<file path="src/rtl/bht_pkg.sv">
// rtl/bht_pkg.sv - shared types and counter update rule for branch_history_table
package bht_pkg;

    typedef logic [1:0] cnt_t;

    localparam cnt_t CNT_SNT = 2'b00;
    localparam cnt_t CNT_WNT = 2'b01;
    localparam cnt_t CNT_WT  = 2'b10;
    localparam cnt_t CNT_ST  = 2'b11;

    typedef enum logic {
        CLEAR = 1'b0,
        RUN   = 1'b1
    } state_t;

    function automatic cnt_t next_cnt(input cnt_t cnt, input logic taken);
        cnt_t res;
        res = cnt;
        if (taken && (cnt != CNT_ST)) begin
            res = cnt + 2'b01;
        end else if (!taken && (cnt != CNT_SNT)) begin
            res = cnt - 2'b01;
        end
        return res;
    endfunction

endpackage

</file>
<file path="src/rtl/sat_counter32.sv">
// rtl/sat_counter32.sv - 32-bit saturating event counter with sync active-low clear
module sat_counter32 (
    input  logic        clk,
    input  logic        rst_n,
    input  logic        inc,
    output logic [31:0] count
);

    always_ff @(posedge clk) begin
        if (!rst_n) begin
            count <= 32'd0;
        end else if (inc && (count != 32'hFFFF_FFFF)) begin
            count <= count + 32'd1;
        end
    end

endmodule

</file>
<file path="src/rtl/branch_history_table.sv">
// rtl/branch_history_table.sv - 2-bit counter branch predictor with clear engine; BHT_GSHARE_EN adds gshare indexing
module branch_history_table
    import bht_pkg::*;
#(
    parameter int   INDEX_BITS = 6,
    parameter cnt_t CNT_INIT   = CNT_WNT
) (
    input  logic                  clk,
    input  logic                  rst_n,
    input  logic [31:0]           if_pc,
    output logic                  t_nt,
    output logic [INDEX_BITS-1:0] pred_idx,
    input  logic                  ex_valid,
    input  logic [INDEX_BITS-1:0] ex_idx,
    input  logic                  ex_taken,
    input  logic                  ex_pred,
    output logic                  init_done,
    output logic [31:0]           branch_cnt,
    output logic [31:0]           mispred_cnt
);

    localparam int ENTRIES = 2 ** INDEX_BITS;
    localparam logic [INDEX_BITS-1:0] PTR_LAST = '1;

    cnt_t                  bht_mem [ENTRIES];
    state_t                state_q;
    state_t                state_d;
    logic [INDEX_BITS-1:0] ptr_q;
    logic                  clear_wr;
    logic                  train_wr;
    logic                  mispred_inc;
    logic                  unused_pc;

    always_comb begin
        state_d   = state_q;
        init_done = 1'b0;
        clear_wr  = 1'b0;
        train_wr  = 1'b0;
        case (state_q)
            CLEAR: begin
                clear_wr = 1'b1;
                if (ptr_q == PTR_LAST) begin
                    state_d = RUN;
                end
            end
            RUN: begin
                init_done = 1'b1;
                train_wr  = ex_valid;
            end
            default: state_d = CLEAR;
        endcase
    end

    always_ff @(posedge clk) begin
        if (!rst_n) begin
            state_q <= CLEAR;
            ptr_q   <= '0;
        end else begin
            state_q <= state_d;
            if (clear_wr) begin
                ptr_q <= ptr_q + INDEX_BITS'(1);
            end
        end
    end

    // Table has no reset of its own; the clear engine owns initialisation.
    always_ff @(posedge clk) begin
        if (rst_n) begin
            if (clear_wr) begin
                bht_mem[ptr_q] <= CNT_INIT;
            end else if (train_wr) begin
                bht_mem[ex_idx] <= next_cnt(bht_mem[ex_idx], ex_taken);
            end
        end
    end

`ifdef BHT_GSHARE_EN
    logic [INDEX_BITS-1:0] ghr;

    always_ff @(posedge clk) begin
        if (!rst_n || (state_q == CLEAR)) begin
            ghr <= '0;
        end else if (ex_valid) begin
            ghr <= {ghr[INDEX_BITS-2:0], ex_taken};
        end
    end

    assign pred_idx = if_pc[INDEX_BITS+1:2] ^ ghr;
`else
    assign pred_idx = if_pc[INDEX_BITS+1:2];
`endif

    assign unused_pc   = ^{if_pc[31:INDEX_BITS+2], if_pc[1:0]};
    assign t_nt        = init_done & bht_mem[pred_idx][1];
    assign mispred_inc = train_wr & (ex_taken ^ ex_pred);

    sat_counter32 u_branch_cnt (
        .clk   (clk),
        .rst_n (rst_n),
        .inc   (train_wr),
        .count (branch_cnt)
    );

    sat_counter32 u_mispred_cnt (
        .clk   (clk),
        .rst_n (rst_n),
        .inc   (mispred_inc),
        .count (mispred_cnt)
    );

endmodule

</file>
<file path="config.mk">
export PLATFORM = sky130hd
export DESIGN_NAME = branch_history_table
export DESIGN_NICKNAME = d
export VERILOG_FILES = /design/src/rtl/bht_pkg.sv /design/src/rtl/sat_counter32.sv /design/src/rtl/branch_history_table.sv
export SDC_FILE = /design/constraint.sdc
export NUM_CORES = 1
export LEC_CHECK = 0
export BUFFER_PORTS_ARGS = -buffer_cell sky130_fd_sc_hd__buf_2
export CAP_MARGIN = 25
export CORE_ASPECT_RATIO = 0.8
export CORE_MARGIN = 8
export CORE_UTILIZATION = 60
export CTS_CLUSTER_SIZE = 40
export DETAILED_ROUTE_END_ITERATION = 8
export PLACE_DENSITY = 0.82
export SYNTH_ARGS = -nofsm -noshare
export SYNTH_HDL_FRONTEND = slang
export SYNTH_SLANG_ARGS = --single-unit
</file>
<file path="constraint.sdc">
create_clock -name clk -period 10.9 [get_ports clk]
set_input_delay 2.18 -clock clk [delete_from_list [all_inputs] [get_ports clk]]
set_output_delay 2.18 -clock clk [all_outputs]
set_load 0.01 [all_outputs]
</file>
Yosys cells after proc, flatten, opt, wreduce, memory -nomap -nowiden
Memories as Yosys holds them, arrays and structs flattened.
Index checks and enable logic that the tools add are counted.
Operators by class
  add/sub/neg operators: 5
  eq/ne operators: 4
  muxes and demuxes: 19
  bitwise gates (word level): 3
  reductions and logical operators: 7
Operators with widths (number)
  adder 32 x 1 -> 32 bit, second input constant: 2
  inequality test 32 bit, second input constant: 2
  two-way mux 1 bit: 12
  two-way mux 2 bit: 6
  adder 6 x 1 -> 6 bit, second input constant: 1
  equality test 6 bit, second input constant: 1
  two-way mux 6 bit: 1
  logical AND 1 bit: 4
  adder 2 x 1 -> 2 bit, second input constant: 1
  bitwise AND 1 bit: 2
  inequality test 2 bit, second input constant: 1
  nonzero test 2 bit: 1
  OR reduction 2 bit: 1
  subtractor 2 x 1 -> 2 bit, second input constant: 1
  logical NOT 1 bit: 1
  XOR 1 bit: 1
Word-level totals
  flip-flop bits (word level): 71
  bits in writable memories: 128
  bits of input ports: 43
  output and inout port bits: 72
  word-level logic and storage cells: 43
  memories kept: 1
Memory list
  bht_mem: depth 64, bits a word 2, rd ports 2, clocked after Yosys merged registers in 0, wr ports 1, line branch_history_table.sv:25  | cnt_t bht_mem [ENTRIES];

Depth between registers and ports, before layout
Gate-level depths: netlist (run 1).
An unclocked memory read counts as a cell.
  word-level depth: 9
  gate-level depth with buffers: 15
  gate-level depth less buffers: 12

By module
Synthesis (run 1) repeated with hierarchy kept, for this count alone.
Unflattened totals
  cell total of the unflattened synthesis: 817
  area, all modules: 9796.9 um^2
Modules (own cells, without submodules)
  branch_history_table: times used 1, cells an instance 420, area an instance 6457.4 um^2, sequential area each 3983.8 um^2
  sat_counter32 at u_branch_cnt: times used 1, cells an instance 200, area an instance 1704.1 um^2, sequential area each 640.6 um^2
  sat_counter32 at u_mispred_cnt: times used 1, cells an instance 197, area an instance 1635.3 um^2, sequential area each 640.6 um^2

Worst setup path after synthesis (run 1)
Ideal clock, no wire load.
  path type: input to register
  start: input ex_idx[2]
  end: memory bht_mem[0][0] (netlist bit), data pin
  library setup time: 681 ps
  arrival: 6792 ps
  required time: 10219 ps
  path slack: 3427 ps
  cell stages on the path: 13
  path buffers: 2
  path through: clkbuf_1 > clkbuf_1 > mux4_2 > mux2_2 > o21ai_0 > o22ai_1 > a21o_1 > ha_1 > mux2i_1 > nor2_1 > nand2_1 > o22ai_1 > nor3_1
On the way
  cells in the longest elaborated chain, start to end: 9
  elaborated cells on any way between the ends: 13
  those cells by class: add/sub: 2; eq/ne: 1; mux: 6; reduce/logical: 3; memory: 1
RTL lines
  start: declaration: line branch_history_table.sv:14  | input logic [INDEX_BITS-1:0] ex_idx,
  memory read (64 x 2 bit) (*)
  branches (longest 3 deep; another with subtractor 2 x 1 -> 2 bit)
  two-way mux 2 bit (*): line bht_pkg.sv:19  | if (taken && (cnt != CNT_ST)) begin
  two-way mux 2 bit (*): line branch_history_table.sv:71  | end else if (train_wr) begin
  two-way mux 2 bit (*): line branch_history_table.sv:69  | if (clear_wr) begin
  two-way mux 2 bit (*): line branch_history_table.sv:68  | if (rst_n) begin
  two-way mux 2 bit (no line) (*)
  end: declaration: line branch_history_table.sv:25
Mark *: on every way between the ends. The select of a mux whose other input is x is not followed.

Worst setup path in the final report (run 1)
  start: input if_pc[2]
  end: output t_nt
On the way
  cells in the longest elaborated chain, start to end: 2
RTL lines
  start: declaration: line branch_history_table.sv:10  | input logic [31:0] if_pc,
  memory read (64 x 2 bit)
  bitwise AND 1 bit: line branch_history_table.sv:94  | assign t_nt = init_done & bht_mem[pred_idx][1];
  end: declaration: line branch_history_table.sv:11  | output logic t_nt,
No other way between the ends.

==> results of run 1 <==
[routing by layer]
| layer | wire length, microns | vias to the layer above |
|---|---|---|
| met1 | 9720 | 3274 |
| met4 | 392 | 0 |
| met2 | 10600 | 285 |
| li1 | - | 3212 |
| met3 | 1620 | 31 |
| met5 | 0 | - |
[flip-flops by register name, indices dropped and copies added, names as in the netlist]
signal,cells
bht_mem,128
ptr_q,6
state_q,1
u_branch_cnt.count,32
u_mispred_cnt.count,32
[layout by cell type (no fill, tap or decap), types with 5 or more instances in the layout]
| cell type | Yosys | layout |
|---|---|---|
| nor4_1 | 6 | 6 |
| clkbuf_16 | 0 | 18 |
| and4_1 | 10 | 10 |
| nand3b_1 | 6 | 6 |
| nand4_1 | 14 | 14 |
| nand3_1 | 27 | 27 |
| a21oi_1 | 14 | 14 |
| ha_1 | 5 | 5 |
| inv_1 | 7 | 8 |
| a22oi_1 | 10 | 10 |
| and2_1 | 53 | 53 |
| nor2b_1 | 10 | 10 |
| and3_1 | 10 | 10 |
| mux4_2 | 34 | 34 |
| nand2_1 | 71 | 71 |
| o21ai_0 | 18 | 18 |
| xnor2_1 | 16 | 16 |
| nor2_1 | 78 | 78 |
| o21a_1 | 6 | 6 |
| buf_4 | 7 | 6 |
| or3_1 | 16 | 16 |
| nand2b_1 | 13 | 13 |
| edfxtp_1 | 128 | 128 |
| buf_2 | 14 | 88 |
| xor2_1 | 36 | 36 |
| a21boi_0 | 8 | 8 |
| mux2i_1 | 43 | 43 |
| nor3b_1 | 8 | 8 |
| dfxtp_1 | 71 | 71 |
| nor4b_1 | 10 | 10 |
| nor3_1 | 15 | 14 |
[per-stage QoR]
stage / total power [W] / setup WS (ps) / hold WS [ps] / utilization [%] / instance area [sq um]
after global routing: 0.00151 / 4450 / 542 / 67.3 / 11000
after floorplan: 0.000863 / 3430 / 508 / - / 9860
after global placement: 0.000879 / 4550 / 481 / 63.8 / 10400
after CTS: 0.00147 / 4530 / 496 / 67.3 / 11000
after detailed placement: 0.000880 / 4520 / 487 / 63.8 / 10400
final: 0.00147 / 4550 / 495 / 67.3 / 11000
[worst max-delay path, stage by stage]
cell	delay, ps
buf_2	480
mux4_2	600
mux4_2	510
mux2i_1	160
o22ai_1	80
buf_2	160
[where the power goes]
part | switching (W) | internal, W
logic | 0.0000429 | 0.0000260
clock network | 0.000261 | 0.000340
registers | 0.00000224 | 0.000794
[worst max-delay path by stage]
| stage | start | to | cells after the start |
|---|---|---|---|
| floorplan | ex_idx[2] | bht_mem[0][0] | 13 |
| global placement | if_pc[2] | t_nt | 6 |
| detailed placement | ex_idx[1] | bht_mem[55][1] | 13 |
| CTS | if_pc[2] | t_nt | 6 |
| global route | if_pc[2] | t_nt | 6 |
| finish | if_pc[2] | t_nt | 6 |
[kinds of logic after synthesis]
| group | Yosys count | synth area share (%) |
|---|---|---|
| simple gates | 360 | 20.2 |
| flops | 199 | 53.4 |
| mux | 84 | 13.4 |
| compound gates | 76 | 5.19 |
| buf+inv | 53 | 2.55 |
| xor+xnor | 52 | 4.62 |
| fa+ha+maj | 5 | 0.635 |
[cell type report]
| cell class | count | area (sq um) | area share [%] |
|---|---|---|---|
| clock buffer | 24 | 493 | 4.50 |
| inverter | 7 | 26.3 | 0.240 |
| timing repair buffer | 94 | 485 | 4.43 |
| clock inverter | 8 | 71.3 | 0.651 |
| sequential | 199 | 5270 | 48.0 |
| tap | 220 | 275 | 2.51 |
| multi-input combinational | 577 | 4340 | 39.6 |
==> flow_summary.toml, run 1 <==
[run_status]
status = "finished, final reports clean"

[timing]
finalCritPeriodShare_pct = 58.3
hold_viol_final = 0
tightest_slew_ps = 714
timing.setup.tns_ps = 0
rsz0062_at_grt = "no"
slew_headroom_pct = 52.2
setup_violations = 0
finalMaxSlewViolations = 0
fin_crit_ps = 6350
fin_worst_skew_ps = 9.81
fmax_mhz = 157

[setup_path]
regToRegSetupSlack_ps = 6930
reg2reg_from = "bht_mem[56][1]"
path_class = "in -> out"
r2r-end = "bht_mem[7][1]"
endpoint_kind = "primary output"
critPathLaunchType = "primary input"
path_max_fanout = 17
crit_required_ps = 8720
r2r_cells = 11
arrival_ps = 4170

[synthesis]
synth_flop_cell = "edfxtp_1"
syn_area_sq_um = 9860
synthTopCellsByArea = "edfxtp_1, dfxtp_1, mux4_2"
syn_inst = 829
async_reset_ff_share_pct = 0
synth.most_common_cell = "edfxtp_1"
yosysSeqAreaShare_pct = 53.4
syn_area_per_cell_sq_um = 11.9
synth.net_count = 877
ys_types = 59
synth_edf_count = 128
yosysTopAreaCell = "edfxtp_1"
ys_ff_latch = 199
yosys.area.top_type_share_pct = 39.0
yosys-top-cells-count = "edfxtp_1, nor2_1, dfxtp_1, nand2_1, and2_1"
yosys_warnings = 0

[power]
p_leak_nw = 4.36
peakVddDrop_v = 0.000104
power_density_nw_per_um2 = 134

[grt]
grt-ovfl-total = 0
gr-usage-met3_pct = 4.45
grt_pass1_wl_microns = 36000
grt_max_degree = 84
antenna_found_initial = 0
busiest_layer = "met2"
grt.total_usage_pct = 22.2
use_met2_pct = 36.3
grt_pass1_vias = 6661
grt_use_met1_pct = 29.7

[layout]
final_nets = 944
layout-drive-gt1-share_pct = 18.8
diodes = 0
area_delta_synth_final_pct = 11.2
stdcell_count = 1129
num-fill-cells = 1183

[min_path]
hp-start = "u_branch_cnt.count[1]"
hold_depth = 2
hp-class = "reg -> reg"
whs_endpoint = "u_branch_cnt.count[1]"

[floorplanning]
row_count = 42
coreArea_sq_um = 16300
die_w_microns = 159
boundaryPins = 115
dieHeight_microns = 131
initial_core_util_pct = 60.5
fp.dieArea_sq_um = 20800

[routing]
drt-total-wl_microns = 22300
num_vias = 6802
routedWlPerCell_microns = 19.8
drt-initial-drc-count = 651
via_per_inst = 6.02
drc = 0
dr.pass1.iters = 5
ant_nets = 0

[clock_tree]
clock_path_buffers = 2
postCtsSetupRepairBufs = 0
post_cts_resized = 0
cts_made_buffers = 17
cts.clk_slew.worst_paths_ps = 70
clk_latency_ps = 430
htree_levels = 4
clock_tree.root_cell = "clkbuf_16"
numClockSinks = 199
cts_hold_buf = 0
cts_tree = "built"

[placed_design]
io_buffers = 88
dpl.hpwl_microns = 15200
place.gp.congestion = 0.839
dp_cells = 1097

[flow_run]
cap_violations = 0
Note: power is estimated with default switching activity, not from simulation.
==> run 2: changes to the inputs <==
- CORE_UTILIZATION: 60 -> 53
- PLACE_DENSITY: 0.82 -> 0.76
- clock period: 10.9 -> 5.7 ns (I/O delays scaled with it)
==> flow_summary.toml, run 2 (same netlist as run 1, synthesis figures left out) <==
[timing]
rsz0062_at_grt = "no"
fmax_mhz = 229
worst_hold_slack_ps = 505
tightest_slew_ps = 709
finalMaxSlewViolations = 0
fin_worst_skew_ps = 15.9
hold_viol_final = 0
fin_crit_ps = 4360
finalCritPeriodShare_pct = 76.5
setup_violations = 0
slew_headroom_pct = 52.6
timing.setup.tns_ps = 0

[placed_design]
io_buffers = 88
place.gp.congestion = 0.848
dpl.hpwl_microns = 15600
place_area_sq_um = 10400
dp_cells = 1110

[floorplanning]
row_count = 44
boundaryPins = 115
die_w_microns = 168
dieHeight_microns = 138
fp.dieArea_sq_um = 23200
coreArea_sq_um = 18200
initial_core_util_pct = 54.2

[power]
p_leak_nw = 4.29
peakVddDrop_v = 0.000186
power_density_nw_per_um2 = 261

[setup_path]
crit_required_ps = 5910
path_class = "in -> reg"
crit_chain = "buf_2, buf_4, mux4_2, a22oi_1, nand4_1, mux2i_1, inv_1, ha_1, mux2i_1, nor2_1, nand2_1, o22ai_1, nor3_4, buf_4"
endpoint_kind = "flop"
critical_path_buf_inv_count = 4
r2r_cells = 12
arrival_ps = 4570
path_max_fanout = 32
critPathLaunchType = "primary input"
crit_cells = 14
crit_family = "buffers and inverters"
crit_path_max_incr_delay_ps = 510
regToRegSetupSlack_ps = 2250
r2r-end = "bht_mem[27][0]"
slowest_stage = "mux4_2"
reg2reg_from = "bht_mem[57][1]"

[min_path]
whs_endpoint = "u_branch_cnt.count[13]"
hold_depth = 2
hp-start = "u_branch_cnt.count[13]"
hp-class = "reg -> reg"

[layout]
layout-drive-gt1-share_pct = 19.3
area_delta_synth_final_pct = 12.0
final_cell_area_sq_um = 11000
largest_reg_flops = 128
final_cell_mix = "edfxtp_1, buf_2, nor2_1"
reg_top3 = "bht_mem x128, u_branch_cnt.count x32, u_mispred_cnt.count x32"
diodes = 0
stdcell_count = 1142
final_common_cell = "edfxtp_1"
regMostFlops = "bht_mem"
final_nets = 947

[routing]
via_per_inst = 5.94
routedWlPerCell_microns = 19.6
ant_nets = 0
drt-total-wl_microns = 22400
drc = 0
dr.pass1.iters = 5
drt-initial-drc-count = 728
num_vias = 6787

[clock_tree]
clk_latency_ps = 430
clock_tree.root_cell = "clkbuf_16"
postCtsSetupRepairBufs = 0
htree_levels = 4
post_cts_resized = 0
numClockSinks = 199
cts_made_buffers = 17
cts.clk_slew.worst_paths_ps = 70
cts_tree = "built"
clock_path_buffers = 2
cts_hold_buf = 0

[flow_run]
cap_violations = 0

[grt]
grt-ovfl-total = 0
grt_max_degree = 72
antenna_found_initial = 0
grt_pass1_vias = 6473
grt_pass1_wl_microns = 35700
grt.total_usage_pct = 19.8

[run_status]
status = "finished, final reports clean"
## run 2: changes by cell type in the layout (fill, tap and decap cells not counted), sizes merged
cell / previous run / this run
bufinv: 1 / 3
clkbuf: 24 / 18
inv: 11 / 12
buf: 94 / 97
clkinvlp: 0 / 3
## run 2: worst max path at each step
| stage | to | start | slack [ps] |
|---|---|---|---|
| 2_1_floorplan | bht_mem[0][0] | ex_idx[2] | 490 |
| 3_3_place_gp | bht_mem[31][0] | ex_idx[0] | 1000 |
| 3_5_place_dp | bht_mem[13][0] | ex_idx[0] | 940 |
| 4_1_cts | bht_mem[27][0] | ex_idx[0] | 1370 |
| 5_1_grt | bht_mem[25][0] | ex_idx[0] | 990 |
| 6_report | bht_mem[27][0] | ex_idx[0] | 1340 |
## run 2: layer usage
metal / global-route usage, % / vias up / share of wire (%)
met2: 31.2 / 247 / 46
met1: 27.2 / 3297 / 46
li1: - / 3211 / -
met3: 4.04 / 32 / 6.5
met4: 6.33 / 0 / 1.9
met5: 0 / - / 0
## run 2: worst min-delay path: stages, from the launching register on
cell and delay, ps:
dfxtp_1 340, nand2_1 60, mux2i_1 60
## run 2: final cells by class
type | instances | area, sq um
tap | 230 | 288
clock buffer | 18 | 429
inverter | 7 | 26.3
multi-input combinational | 577 | 4350
fill | 1453 | 7130
timing repair buffer | 97 | 508
clock inverter | 14 | 170
sequential | 199 | 5270
## run 2: through the flow
stage	worst slack [ps]	util, %	total power [W]
6_report	1340	60.8	0.00288
5_1_grt	986	60.8	0.00296
4_1_cts	1370	60.8	0.00290
3_5_place_dp	944	57.5	0.00169
3_3_place_gp	998	57.5	0.00169
2_1_floorplan	489	-	0.00165
## run 2: power by group
group | total [W] | internal, W | switching, W
sequential | 0.00152 | 0.00152 | 0.00000450
combinational | 0.000133 | 0.0000515 | 0.0000819
clock | 0.00123 | 0.000695 | 0.000533
total | 0.00288 | 0.00226 | 0.000620
